==> src/rtl/controlador_execucao.sv <==
// Execution sequencer: gates commit via HabilitaCPU, stalls on IN/OUT/HALT, releases a stall on a debounced button press.
// Optional single-step mode under PASSO_A_PASSO_EN (each press commits one ordinary instruction).
module controlador_execucao #(
  parameter int DEBOUNCE_CICLOS = 500000,
  parameter int LARGURA_SW      = 14
) (
  input  logic                  Clock,
  input  logic                  Reset,
  input  logic                  Botao,
  input  logic [LARGURA_SW-1:0] Sw,
  input  logic                  In,
  input  logic                  Out,
  input  logic                  Halt,
  input  logic [31:0]           DadoSaida,
  output logic                  HabilitaCPU,
  output logic [31:0]           DadoEntrada,
  output logic                  EntradaValida,
  output logic [31:0]           RegistroSaida,
  output logic [2:0]            Estado,
  output logic                  Aguardando
);

  localparam int CW = (DEBOUNCE_CICLOS > 1) ? $clog2(DEBOUNCE_CICLOS) : 1;
  localparam logic [CW-1:0] CNT_MAX = CW'(DEBOUNCE_CICLOS - 1);

  typedef enum logic [2:0] {
    EXECUTA        = 3'b000,
    ESPERA_ENTRADA = 3'b001,
    ESPERA_SAIDA   = 3'b010,
    PARADO         = 3'b011,
    CONFIRMA       = 3'b100
  } estado_t;

  logic [1:0]    sinc_q;
  logic          botao_sinc;
  logic [CW-1:0] cnt_q, cnt_d;
  logic          deb_q, deb_d;
  logic          deb_ant_q;
  logic          pressao;

  estado_t       estado_q;
  logic [31:0]   dado_entrada_q;
  logic [31:0]   registro_saida_q;
  logic          conf_entrada_q;
  logic          libera_execucao;
  logic          instr_comum;

  // Synchronizer idles high so a released button never looks like a press out of reset.
  always_ff @(posedge Clock or negedge Reset) begin
    if (!Reset) begin
      sinc_q <= 2'b11;
    end else begin
      sinc_q <= {sinc_q[0], Botao};
    end
  end

  assign botao_sinc = sinc_q[1];

  always_comb begin
    cnt_d = cnt_q;
    deb_d = deb_q;
    if (botao_sinc == deb_q) begin
      cnt_d = '0;
    end else if (cnt_q == CNT_MAX) begin
      deb_d = botao_sinc;
      cnt_d = '0;
    end else begin
      cnt_d = cnt_q + CW'(1);
    end
  end

  always_ff @(posedge Clock or negedge Reset) begin
    if (!Reset) begin
      cnt_q     <= '0;
      deb_q     <= 1'b1;
      deb_ant_q <= 1'b1;
    end else begin
      cnt_q     <= cnt_d;
      deb_q     <= deb_d;
      deb_ant_q <= deb_q;
    end
  end

  // One pulse per debounced falling edge; holding the button yields no further pulses.
  assign pressao = deb_ant_q & ~deb_q;

  always_ff @(posedge Clock or negedge Reset) begin
    if (!Reset) begin
      estado_q         <= EXECUTA;
      dado_entrada_q   <= '0;
      registro_saida_q <= '0;
      conf_entrada_q   <= 1'b0;
    end else begin
      case (estado_q)
        EXECUTA: begin
          if (Halt) begin
            estado_q <= PARADO;
          end else if (In) begin
            estado_q <= ESPERA_ENTRADA;
          end else if (Out) begin
            registro_saida_q <= DadoSaida;
            estado_q         <= ESPERA_SAIDA;
          end
        end
        ESPERA_ENTRADA: begin
          if (pressao) begin
            dado_entrada_q <= 32'(Sw);
            conf_entrada_q <= 1'b1;
            estado_q       <= CONFIRMA;
          end
        end
        ESPERA_SAIDA: begin
          if (pressao) begin
            conf_entrada_q <= 1'b0;
            estado_q       <= CONFIRMA;
          end
        end
        CONFIRMA: estado_q <= EXECUTA;
        PARADO:   estado_q <= PARADO;
        default:  estado_q <= EXECUTA;
      endcase
    end
  end

`ifdef PASSO_A_PASSO_EN
  assign libera_execucao = pressao;
`else
  assign libera_execucao = 1'b1;
`endif

  assign instr_comum   = ~In & ~Out & ~Halt;
  // A stalled instruction commits only in CONFIRMA, never on stall entry.
  assign HabilitaCPU   = ((estado_q == EXECUTA) & libera_execucao & instr_comum)
                       | (estado_q == CONFIRMA);
  assign EntradaValida = (estado_q == CONFIRMA) & conf_entrada_q;
  assign Aguardando    = (estado_q == ESPERA_ENTRADA) | (estado_q == ESPERA_SAIDA);
  assign Estado        = estado_q;
  assign DadoEntrada   = dado_entrada_q;
  assign RegistroSaida = registro_saida_q;

endmodule

==> config.mk <==
export PLATFORM = sky130hd
export DESIGN_NAME = controlador_execucao
export DESIGN_NICKNAME = d
export VERILOG_FILES = /design/src/rtl/controlador_execucao.sv
export SDC_FILE = /design/constraint.sdc
export NUM_CORES = 1
export LEC_CHECK = 0
export CORE_MARGIN = 3
export CORE_UTILIZATION = 35
export CTS_BUF_LIST = sky130_fd_sc_hd__clkbuf_8 sky130_fd_sc_hd__clkbuf_16
export DETAILED_ROUTE_END_ITERATION = 8
export GPL_TIMING_DRIVEN = 0
export PLACE_DENSITY = 0.73
export SLEW_MARGIN = 15
export SYNTH_ARGS = -nofsm -noshare
export SYNTH_HDL_FRONTEND = slang
export SYNTH_SLANG_ARGS = --single-unit
==> constraint.sdc <==
create_clock -name Clock -period 1.8 [get_ports Clock]
set_input_delay 0.18 -clock Clock [delete_from_list [all_inputs] [get_ports Clock]]
set_output_delay 0.18 -clock Clock [all_outputs]
set_load 0.03 [all_outputs]
==> impl_metrics.ini <==
[cts]
clkSinkCount = 73
cts_buffers = 9
clock_latency_ps = 340
cts.path.max_buffers = 2
clk_pin_slew_worst_paths_ps = 70
cts-root-buf = clkbuf_8
htree_levels = 3
cts_tree = built

[die]
die_w_um = 101.9
start_util = 0.3653
rows = 34
die-area_um2 = 10380
coreArea_um2 = 8806
ios = 122
fp.dieH_um = 101.9

[finish]
fillers = 774
finalInstanceArea_um2 = 4731
drive_gt1_frac = 0.2824
area_delta_synth_final_pct = 47.06
antenna_cells = 0
final_nets = 434

[power_and_ir_drop]
powerDensity_nw_per_um2 = 700.8
ir_drop_v = 0.0003017
p_leak_nw = 2.200

[sta]
drv_slew = 0
setup_viol = 0
min_period_ps = 1740
post-route-period-util = 0.9667
tns_ps = 0
hold_viol = 0
max_clock_freq_mhz = 574.7
finalClockSkew_ps = 8.762

[setup_path]
reg2reg_depth = 6
criticalPathCategory = reg -> out
crit_path_end = Estado[1]
worst_path_largest_cell_delay_ps = 740
crit_fanout = 7
crit_chain = clkdlybuf4s50_1
r2r-start = cnt_q[0]
crit_buf_inv = 1
cp-start-kind = flip-flop
cp.depth = 1
cp_top_family = buffers and inverters
r2r_end = cnt_q[11]
crit_start = Estado[1]
worstPathRequired_ps = 1620
worstSetupEndpointType = output port
r2r_slack_ps = 120
cp_slowest_cell = clkdlybuf4s50_1
cp_data_arrival_time_ps = 1560

[yosys]
synth_top_area_cell = dfrtp_1
synth_xor_area_frac = 0.04629
synth_warnings = 0
synth_compound_area_frac = 0.02334
synth_common_cells = 69 x dfrtp_1, 47 x mux2_2, 23 x nor2_1, 21 x buf_4, 14 x xnor2_1
yosysSeqAreaShare = 0.5694
synth_area_per_cell_um2 = 13.24
synthArstFlopShare = 1.000
syn_area_um2 = 3217
synthCells = 243
synth-adder-area-share = 0.003890
synth_cell_types = 38
synth.top_cells.by_area = dfrtp_1 54%, mux2_2 16%, buf_4 4.9%
synth_mux_area_frac = 0.1676
post-synth-top-area-fraction = 0.5368
synthFlopType = dfrtp_1
synth_seq_cells = 73
yosys.cell_count.top_type = dfrtp_1
synth-simple-area-share = 0.1241
synth_top_family_by_area = multiplexers
synth-edff-count = 0

[global_route]
grt_use_total = 0.1251
grt_max_degree = 51
grt_pass1_vias = 2134
grt_first_pass_wirelength_um = 10180
grt_antenna_before_repair = 0
overflow = 0

[outcome]
status = complete, no violations

[placement]
post_dp_cell_area_um2 = 4472
port_buffers = 103
hpwl_um = 5009
routabilityCongestion = 0.7851

[drt]
via_per_inst = 4.538
drt_iter0_markers = 70
drc = 0
ant_nets = 0
drt_first_pass_iters = 4
routedWlPerCell_um = 13.44
vias = 2242
routed_wl_um = 6640

[worst_hold_path]
hp-class = in -> reg
min_path_cells = 1

[job]
max-cap-violations = 0
power by group:
| part | internal (W) | switching (W) | leakage (nW) |
|---|---|---|---|
| clock network | 0.000811 | 0.000585 | 0.117 |
| logic | 0.000145 | 0.000118 | 1.09 |
| registers | 0.00165 | 0.00000766 | 0.993 |
what timing repair did:
item | in CTS | in global routing
endpoints found under the hold margin | 23 | 0
endpoints found under the setup margin | 12 | 14
buffers inserted | 1 | 4
resized for setup | 5 | 3
pin swaps | 1 | 2
hold buffers | 1 | 0
stage by stage:
step / utilization / setup WS (ps) / power, W / hold WS (ps) / instances
after floorplan: - / 47.11 / 0.001787 / -115.6 / 260
after global placement: 0.5050 / -1921 / 0.001933 / 348.8 / 471
after detailed placement: 0.5078 / -29.83 / 0.001944 / 106.2 / 472
after CTS: 0.5347 / 0.3824 / 0.003353 / 239.1 / 490
after global routing: 0.5372 / -16.81 / 0.003445 / 243.8 / 494
final: 0.5372 / 59.88 / 0.003315 / 255.4 / 494
state kept, by name (all words and copies together), names as in the netlist:
| register | cells |
|---|---|
| deb_q | 1 |
| RegistroSaida | 32 |
| Estado | 3 |
| cnt_q | 19 |
| sinc_q | 2 |
| conf_entrada_q | 1 |
| deb_ant_q | 1 |
| DadoEntrada | 14 |
metal layers:
metal	share of wire	global-route usage	vias up
li1	-	-	1079
met5	0	0	-
met1	0.42	0.1572	1073
met4	0.015	0.04945	0
met3	0.071	0.03413	10
met2	0.49	0.2062	80
cell families after synthesis:
group           Yosys count
flops                    73
compound gates           11
fa+ha+maj                 1
xor+xnor                 17
mux                      48
simple gates             62
other cells               1
buf+inv                  30
worst min-delay path by stage:
stage                    from                 to  slack [ps]
floorplan               Reset     DadoEntrada[0]        -120
CTS                     Botao          sinc_q[0]         240
detailed placement      Reset  RegistroSaida[17]         110
finish                  Botao          sinc_q[0]         260
global placement    sinc_q[0]          sinc_q[1]         350
global route            Botao          sinc_q[0]         240
cells in the final DEF, fill, tap and decap left out, types with 4 or more instances in the layout:
cell type | Yosys | final
nor3_1 | 6 | 6
xnor2_1 | 14 | 14
mux2_2 | 47 | 47
o21ai_0 | 4 | 4
conb_1 | 1 | 18
nand3_1 | 6 | 6
dfrtp_1 | 69 | 69
dfstp_2 | 4 | 4
clkdlybuf4s50_1 | 0 | 99
clkbuf_8 | 0 | 10
inv_1 | 6 | 7
buf_4 | 21 | 27
nor2_1 | 23 | 23
nand4_1 | 4 | 4
layout make-up:
cell class | count | area (um^2) | share of cell area
Timing Repair Buffer | 110 | 1092 | 0.2309
Multi-Input combinational cell | 157 | 1245 | 0.2632
Clock inverter | 6 | 82.58 | 0.01746
Tap cell | 108 | 135.1 | 0.02856
Clock buffer | 10 | 137.6 | 0.02909
Buffer | 24 | 183.9 | 0.03888
Inverter | 6 | 22.52 | 0.004761
Sequential cell | 73 | 1832 | 0.3872
Power figures use the tool's default switching activity.
